`config.mk`:
```
export PLATFORM = sky130hd
export DESIGN_NAME = divider_flat
export DESIGN_NICKNAME = d
export VERILOG_FILES = /design/src/rtl/divider_if.sv /design/src/rtl/divider.sv /design/src/flat_wrapper.sv
export SDC_FILE = /design/constraint.sdc
export NUM_CORES = 1
export LEC_CHECK = 0
export ABC_AREA = 1
export CORE_MARGIN = 2
export CORE_UTILIZATION = 55
export DETAILED_ROUTE_END_ITERATION = 8
export PLACE_DENSITY = 0.79
export SLEW_MARGIN = 20
export SYNTH_ARGS = -nofsm -noshare
export SYNTH_HDL_FRONTEND = slang
export SYNTH_SLANG_ARGS = --single-unit
```
`constraint.sdc`:
```
create_clock -name CLK -period 2.05 [get_ports CLK]
set_input_delay 0.615 -clock CLK [delete_from_list [all_inputs] [get_ports CLK]]
set_output_delay 0.615 -clock CLK [all_outputs]
set_load 0.02 [all_outputs]
```
`src/rtl/divider_if.sv`:
```
// Handshake bundle for the iterative restoring divider: request side (ENABLE/DIV_0/DIV_1)
// and result side (READY/OUT/REM/DIV_BY_0/OUT_VALID).
interface divider_if #(
  parameter int unsigned WIDTH_0 = 16,
  parameter int unsigned WIDTH_1 = 16
);
  logic               ENABLE;
  logic [WIDTH_0-1:0] DIV_0;
  logic [WIDTH_1-1:0] DIV_1;
  logic               READY;
  logic [WIDTH_0-1:0] OUT;
  logic [WIDTH_1-1:0] REM;
  logic               DIV_BY_0;
  logic               OUT_VALID;

  modport master (
    output ENABLE, DIV_0, DIV_1,
    input  READY, OUT, REM, DIV_BY_0, OUT_VALID
  );

  modport slave (
    input  ENABLE, DIV_0, DIV_1,
    output READY, OUT, REM, DIV_BY_0, OUT_VALID
  );
endinterface

```
`src/rtl/divider.sv`:
```
// Iterative unsigned restoring divider: one quotient bit per cycle, result held with a
// one-cycle OUT_VALID pulse. Initiation interval is WIDTH_0 + 2 cycles.
module divider #(
  parameter int unsigned WIDTH_0 = 16,
  parameter int unsigned WIDTH_1 = 16
) (
  input logic       CLK,
  input logic       RESET_N,
  divider_if.slave  bus
);

  localparam int unsigned CntW = $clog2(WIDTH_0 + 1);
  localparam logic [CntW-1:0] LastStep = CntW'(WIDTH_0 - 1);

  typedef enum logic [1:0] {StIdle, StCalc, StDone} state_e;

  state_e             state_q, state_d;
  logic [WIDTH_0-1:0] q_q, q_d;
  logic [WIDTH_1-1:0] d_q, d_d;
  logic [WIDTH_1:0]   r_q, r_d;
  logic [CntW-1:0]    count_q, count_d;
  logic [WIDTH_0-1:0] out_q, out_d;
  logic [WIDTH_1-1:0] rem_q, rem_d;
  logic               div_by_0_q, div_by_0_d;
  logic               out_valid_q, out_valid_d;

  logic [WIDTH_1:0]   trial;
  logic               fits;
  logic [WIDTH_1:0]   r_step;
  logic [WIDTH_0-1:0] q_step;

  // One restoring step; with d=0 it always "fits", giving all-ones and the dividend as remainder.
  always_comb begin
    trial  = {r_q[WIDTH_1-1:0], q_q[WIDTH_0-1]};
    fits   = (trial >= {1'b0, d_q});
    r_step = fits ? (trial - {1'b0, d_q}) : trial;
    q_step = WIDTH_0'({q_q, fits});
  end

  always_comb begin
    state_d     = state_q;
    q_d         = q_q;
    d_d         = d_q;
    r_d         = r_q;
    count_d     = count_q;
    out_d       = out_q;
    rem_d       = rem_q;
    div_by_0_d  = div_by_0_q;
    out_valid_d = 1'b0;

    unique case (state_q)
      StIdle: begin
        if (bus.ENABLE) begin
          q_d     = bus.DIV_0;
          d_d     = bus.DIV_1;
          r_d     = '0;
          count_d = '0;
          state_d = StCalc;
        end
      end
      StCalc: begin
        q_d     = q_step;
        r_d     = r_step;
        count_d = count_q + 1'b1;
        if (count_q == LastStep) begin
          out_d       = q_step;
          rem_d       = r_step[WIDTH_1-1:0];
          div_by_0_d  = (d_q == '0);
          out_valid_d = 1'b1;
          state_d     = StDone;
        end
      end
      StDone: begin
        state_d = StIdle;
      end
      default: begin
        state_d = StIdle;
      end
    endcase
  end

  always_ff @(posedge CLK or negedge RESET_N) begin
    if (!RESET_N) begin
      state_q     <= StIdle;
      q_q         <= '0;
      d_q         <= '0;
      r_q         <= '0;
      count_q     <= '0;
      out_q       <= '0;
      rem_q       <= '0;
      div_by_0_q  <= 1'b0;
      out_valid_q <= 1'b0;
    end else begin
      state_q     <= state_d;
      q_q         <= q_d;
      d_q         <= d_d;
      r_q         <= r_d;
      count_q     <= count_d;
      out_q       <= out_d;
      rem_q       <= rem_d;
      div_by_0_q  <= div_by_0_d;
      out_valid_q <= out_valid_d;
    end
  end

  assign bus.READY     = (state_q == StIdle);
  assign bus.OUT       = out_q;
  assign bus.REM       = rem_q;
  assign bus.DIV_BY_0  = div_by_0_q;
  assign bus.OUT_VALID = out_valid_q;

endmodule
```
`src/flat_wrapper.sv`:
```
// flat-port wrapper written by rule: the top's interface ports become plain ports
module divider_flat 
#(
  parameter int unsigned WIDTH_0 = 16,
  parameter int unsigned WIDTH_1 = 16
)
  (CLK, RESET_N, bus_ENABLE, bus_DIV_0, bus_DIV_1, bus_READY, bus_OUT, bus_REM, bus_DIV_BY_0, bus_OUT_VALID);
  divider_if #(.WIDTH_0(WIDTH_0), .WIDTH_1(WIDTH_1)) bus_i ();
  input logic CLK;
  input logic RESET_N;
  input wire logic [$bits(bus_i.ENABLE)-1:0] bus_ENABLE;
  input wire logic [$bits(bus_i.DIV_0)-1:0] bus_DIV_0;
  input wire logic [$bits(bus_i.DIV_1)-1:0] bus_DIV_1;
  output wire logic [$bits(bus_i.READY)-1:0] bus_READY;
  output wire logic [$bits(bus_i.OUT)-1:0] bus_OUT;
  output wire logic [$bits(bus_i.REM)-1:0] bus_REM;
  output wire logic [$bits(bus_i.DIV_BY_0)-1:0] bus_DIV_BY_0;
  output wire logic [$bits(bus_i.OUT_VALID)-1:0] bus_OUT_VALID;
  assign bus_i.ENABLE = bus_ENABLE;
  assign bus_i.DIV_0 = bus_DIV_0;
  assign bus_i.DIV_1 = bus_DIV_1;
  assign bus_READY = bus_i.READY;
  assign bus_OUT = bus_i.OUT;
  assign bus_REM = bus_i.REM;
  assign bus_DIV_BY_0 = bus_i.DIV_BY_0;
  assign bus_OUT_VALID = bus_i.OUT_VALID;
  divider #(.WIDTH_0(WIDTH_0), .WIDTH_1(WIDTH_1)) u_core (.CLK(CLK), .RESET_N(RESET_N), .bus(bus_i));
endmodule
```
==> impl_metrics.toml, run 1 <==
[sta]
setup-violations-final = 0
rsz0062_at_grt = "yes"
worst_slew_pin_slew_ns = 0.614
relSlewSlack = 0.589
hold_viol = 0
max_freq_mhz = 499
fin_crit_sh = 0.978
maxSlewViolCount = 0
period_needed_ns = 2.01
finalSetupTns_ns = 0
finalClockSkew_ns = 0.00965

[drt]
vias = 4385
wl_um = 12300
dr.first_iter.drc_count = 251
viasPerCell = 5.28
drcViolationCount = 0
postRouteAntennaNets = 0
dr.pass1.iters = 5
wire_per_inst_um = 14.8

[critical_path]
crit_path_max_fanout = 9
reg2reg_depth = 11
worstPathRequired_ns = 2.31
r2r_start = "u_core.r_q[13]"
crit_top_cell = "nand2_1"
start_kind = "register"
slowest_delay_ns = 0.45
crit_arrival_ns = 2.27
critical_path_class = "reg -> reg"
path_buf_inv = 2
critical_path.top_delay_family = "simple AND/OR/NAND/NOR gates"
cpMaxStageDelayCell = "dfrtp_2"
r2r-end = "u_core.bus.REM[2]"
endpoint_kind = "register"
r2r_slack_ns = 0.04
path_cells = "ha_4, nand2_2, inv_2, nand3b_1, a21oi_2, nor2_4, buf_12, nand2_4, nand2_1, nand3_1, nand2_1"

[clocking]
tritoncts = "built"
h-tree-depth = 3
cts.sinks = 89
clk_latency_ns = 0.37
cts-root-buf = "clkbuf_8"
cts_buffer_depth = 2
path_clk_slew_ns = 0.09
numCtsBuffers = 9
holdBufCountCts = 0

[synthesis]
synth-edff-count = 0
ys_seq_elements = 89
synth_xor_area_frac = 0.0147
synth_area_mm2 = 0.00477
synth_mux_area_frac = 0
synth_seq_area_share = 0.467
ys_types = 35
syn_inst = 618
yosys.area_share.simple = 0.283
async_flop_share = 1.00
yosysWarnings = 0
synth_top_family_by_area = "simple AND/OR/NAND/NOR gates"
ys.flop_type = "dfrtp_1"
syn-num-nets = 672
synth-adder-area-share = 0.0514
yosysMostFrequentCell = "nand2_1"
synth_compound_area_frac = 0.0884
synth_area_per_cell_um2 = 7.72
synth_area_leaders = "dfrtp_1, nand2_1, inv_1"
synth_top_area_share = 0.467
synthTopCellsByCount = "nand2_1, dfrtp_1, inv_1, nand3_1, o21ai_0"
synth_top_area_cell = "dfrtp_1"

[die]
die_w_um = 97.1
placementRows = 33
io_pins = 70
die_area_mm2 = 0.00944
core_mm2 = 0.00830
initial_core_util = 0.575
die_h_um = 97.1

[power_and_ir_drop]
p_leak_nw = 3.17
power.total_mw = 12.4
ir_worst_vdd_v = 0.000960
p_per_area_mw_per_mm2 = 1980

[final_layout]
num_antenna_cells = 0
stdcell_count = 831
syn2layout_area_growth_pct = 31.5
drive_above_1_share = 0.183
final_util = 0.756
finish.instance_area_mm2 = 0.00627
num-nets-final = 775

[global_route]
grt_max_degree = 48
grt_pass1_vias = 4178
grt_pass1_wl_um = 20000
grt_antenna_before_repair = 0
globalRouteTotalUtil = 0.261
grt_overflow = 0

[min_path]
hold_path.class = "in -> async"

[outcome]
status = "complete, no violations"

[placed_design]
placedCellCount = 805
dpl_cell_area_mm2 = 0.00571
portBuffers = 69
dpl.hpwl_um = 8910
gp_congestion = 0.937

[flow_run]
max_cap_viol_count = 0
-- stage by stage --
stage | hold slack, ns | worst slack [ns]
global route | 0.0854 | -0.0538
global placement | 0.464 | -0.425
detailed placement | 0.468 | -0.492
floorplan | 0.319 | 0.226
finish | 0.0850 | 0.0447
CTS | 0.0882 | 0.00310
-- logic make-up (layout without fill, tap and decap cells) --
| kind of cell | after synthesis | in the layout |
|---|---|---|
| fa+ha+maj | 19 | 19 |
| buf+inv | 106 | 213 |
| xor+xnor | 8 | 8 |
| compound gates | 77 | 77 |
| flops | 89 | 89 |
| simple gates | 319 | 320 |
-- how the worst max path moves through the flow --
stage | cells after the start | to | from | slack (ns)
6_report | 11 | u_core.bus.REM[2] | u_core.r_q[13] | 0.04
5_1_grt | 12 | u_core.bus.REM[11] | u_core.r_q[13] | -0.05
4_1_cts | 14 | u_core.bus.REM[14] | u_core.d_q[6] | 0.003
3_5_place_dp | 6 | u_core.q_q[15] | bus_ENABLE | -0.49
3_3_place_gp | 6 | u_core.q_q[0] | bus_ENABLE | -0.43
2_1_floorplan | 14 | u_core.bus.REM[10] | u_core.r_q[10] | 0.23
-- flip-flops by register name, summed over array words and instances (netlist names) --
name / cells
u_core.r_q: 16
u_core.bus.REM: 16
u_core.count_q: 5
u_core.bus.OUT: 16
u_core.bus.OUT_VALID: 1
u_core.d_q: 16
u_core.state_q: 2
u_core.bus.DIV_BY_0: 1
u_core.q_q: 16
-- layer usage --
metal,share of wire,vias up,track usage
li1,-,2153,-
met1,0.48,2095,0.397
met5,0,-,0
met2,0.46,122,0.393
met3,0.051,15,0.0468
met4,0.012,0,0.0553
-- power breakdown --
group          total [mW]  internal [mW]  switching (mW)
Combinational        8.16           3.44            4.72
Clock                1.12          0.460           0.662
Sequential           3.14           2.54           0.592
-- cell type report --
| class | instances | area, µm² |
|---|---|---|
| clock buffer | 10 | 128 |
| clock inverter | 6 | 51.3 |
| fill | 619 | 2030 |
| inverter | 87 | 330 |
| multi-input combinational | 424 | 2370 |
| sequential | 89 | 2240 |
| tap | 105 | 131 |
| timing repair buffer | 110 | 1030 |
-- placed cells by master (no fill, tap or decap), types with 7 or more instances in the layout --
| cell | netlist | final |
|---|---|---|
| a21oi_1 | 21 | 20 |
| buf_4 | 0 | 37 |
| clkbuf_8 | 3 | 9 |
| clkdlybuf4s50_1 | 0 | 67 |
| dfrtp_1 | 89 | 82 |
| dfrtp_2 | 0 | 7 |
| ha_4 | 0 | 13 |
| inv_1 | 84 | 72 |
| inv_2 | 0 | 12 |
| nand2_1 | 236 | 223 |
| nand2_2 | 12 | 24 |
| nand3_1 | 34 | 31 |
| nor2_1 | 14 | 12 |
| o21ai_0 | 33 | 33 |
| o22ai_1 | 16 | 16 |
-- worst reg2reg max path, delay by kind of cell (launching register included) --
family          cells  cell delay [ns]
buf+inv             2             0.19
fa+ha+maj           1             0.30
compound gates      1             0.24
flops               1             0.45
simple gates        7             0.70
-- repair_timing --
item	in CTS	in global routing
pin swaps	0	12
resized for setup	6	61
setup endpoints to repair	20	36
buffers inserted	0	8
gates cloned	0	2
Power figures use the tool's default switching activity.
==> run 2, diff against run 1 <==
- SLEW_MARGIN: 20 -> unset
==> results of run 2 <==
No change in the layout: final DEF, timing and power equal those of run 1.
==> run 3, diff against run 2 <==
- clock period: 2.05 -> 2.1 ns (I/O delays scaled with it)
==> run 3 against run 2 <==
Effect of this change:
- global-route usage hardly changed
- critical endpoint unchanged
- final cell count decreased by 1.1%
- largest cell class unchanged
- highest routed layer unchanged
- first-iteration DRC count decreased by 6.0%
- sequential power is 4% lower
- count of clock-buffer cells in the layout did not move
- register-to-register slack better by 0.03 ns
- clock skew rose by 0.0082 ns
- setup slack better by 0.034 ns
==> impl_metrics.toml, run 3 (synthesis gave the netlist of run 1 again) <==
[final_layout]
final_util = 0.741
num-nets-final = 766
nFillCells = 618
multi_input_area_mm2 = 0.00228
final_cell_mix = "nand2_1, dfrtp_1, inv_1, clkdlybuf4s50_1, o21ai_0"
mostFrequentLayoutCell = "nand2_1"
syn2layout_area_growth_pct = 28.9
num_antenna_cells = 0
finish.instance_area_mm2 = 0.00615
drive_above_1_share = 0.145
stdcell_count = 822
regArea_mm2 = 0.00223

[clocking]
path_clk_slew_ns = 0.10
clk_latency_ns = 0.35
cts-root-buf = "clkbuf_8"
cts_buffer_depth = 2
h-tree-depth = 3
tritoncts = "built"
holdBufCountCts = 0
numCtsBuffers = 9
cts.sinks = 89

[critical_path]
path_cells = "ha_1, a21oi_1, o21a_1, nand2_2, nor2_4, buf_12, buf_6, nand3b_1, nand3_2, nand2_1"
critical_path_class = "reg -> reg"
start_kind = "register"
r2r_start = "u_core.r_q[13]"
endpoint_kind = "register"
crit_path_max_fanout = 5
crit_arrival_ns = 2.27
r2r-end = "u_core.bus.REM[2]"
worstPathRequired_ns = 2.35
path_buf_inv = 2
cpMaxStageDelayCell = "dfrtp_1"
slowest_delay_ns = 0.43
r2r_slack_ns = 0.08
critical_path.top_delay_family = "simple AND/OR/NAND/NOR gates"
reg2reg_depth = 10

[die]
die_w_um = 97.1
placementRows = 33
io_pins = 70
core_mm2 = 0.00830
die_area_mm2 = 0.00944
die_h_um = 97.1
initial_core_util = 0.575

[placed_design]
portBuffers = 69
dpl_cell_area_mm2 = 0.00562
dpl.hpwl_um = 8860
placedCellCount = 793
gp_congestion = 0.932

[drt]
postRouteAntennaNets = 0
vias = 4338
dr.first_iter.drc_count = 236
wire_per_inst_um = 15.1
wl_um = 12400
drcViolationCount = 0
dr.pass1.iters = 5
viasPerCell = 5.28

[min_path]
hold_path.class = "in -> async"

[power_and_ir_drop]
p_per_area_mw_per_mm2 = 1920
power.total_mw = 11.8
ir_worst_vdd_v = 0.000917
p_leak_nw = 3.16

[sta]
max_freq_mhz = 495
maxSlewViolCount = 0
finalClockSkew_ns = 0.0179
finalSetupTns_ns = 0
relSlewSlack = 0.540
setup-violations-final = 0
hold_viol = 0
period_needed_ns = 2.02
fin_crit_sh = 0.963
worst_slew_pin_slew_ns = 0.689
rsz0062_at_grt = "yes"

[outcome]
status = "complete, no violations"

[flow_run]
max_cap_viol_count = 0

[global_route]
grt_max_degree = 44
grt_pass1_wl_um = 20100
grt_overflow = 0
grt_pass1_vias = 4153
globalRouteTotalUtil = 0.261
grt_antenna_before_repair = 0
==> run 3: cell type report <==
type,count,share of cell area
multi-input combinational,424,0.371
sequential,89,0.363
timing repair buffer,101,0.157
inverter,87,0.0537
clock buffer,10,0.0224
tap,105,0.0214
clock inverter,6,0.0118
==> run 3: per-stage QoR <==
step / worst slack [ns] / hold slack (ns)
2_1_floorplan: 0.276 / 0.334
3_3_place_gp: -0.486 / 0.464
3_5_place_dp: -0.501 / 0.465
4_1_cts: 0.0151 / 0.180
5_1_grt: -0.0369 / 0.186
6_report: 0.0782 / 0.181
==> run 3: worst register-to-register path, stage by stage, from the launching register on <==
cell	delay [ns]
dfrtp_1	0.43
ha_1	0.34
a21oi_1	0.22
o21a_1	0.15
nand2_2	0.07
nor2_4	0.12
buf_12	0.14
buf_6	0.11
nand3b_1	0.14
nand3_2	0.14
nand2_1	0.06
==> run 3: worst max-delay path by stage <==
stage	from	to	slack, ns	cells past startpoint
floorplan	u_core.r_q[10]	u_core.bus.REM[10]	0.28	14
global placement	bus_ENABLE	u_core.q_q[0]	-0.49	6
detailed placement	bus_ENABLE	u_core.q_q[0]	-0.50	6
CTS	u_core.r_q[10]	u_core.bus.REM[6]	0.02	13
global route	u_core.q_q[15]	u_core.r_q[14]	-0.04	16
finish	u_core.r_q[13]	u_core.bus.REM[2]	0.08	10
==> run 3: power breakdown <==
part / total (mW) / internal, mW / switching (mW)
Clock: 1.23 / 0.598 / 0.630
Sequential: 3.03 / 2.48 / 0.558
Combinational: 7.54 / 3.07 / 4.48
Total: 11.8 / 6.14 / 5.66
==> run 3: layer usage <==
layer,share of wire,vias up,GRT usage
li1,-,2131,-
met5,0,-,0
met4,0.011,0,0.0542
met1,0.46,2038,0.380
met3,0.061,18,0.0446
met2,0.47,151,0.416
==> run 3: timing repair <==
action                                  4_1_cts  5_1_grt
hold endpoints to repair                      0        0
endpoints found under the setup margin       15       37
cloned                                        0        2
pin swaps                                     0        5
gates resized for setup                       4       41
setup buffers                                 0       11
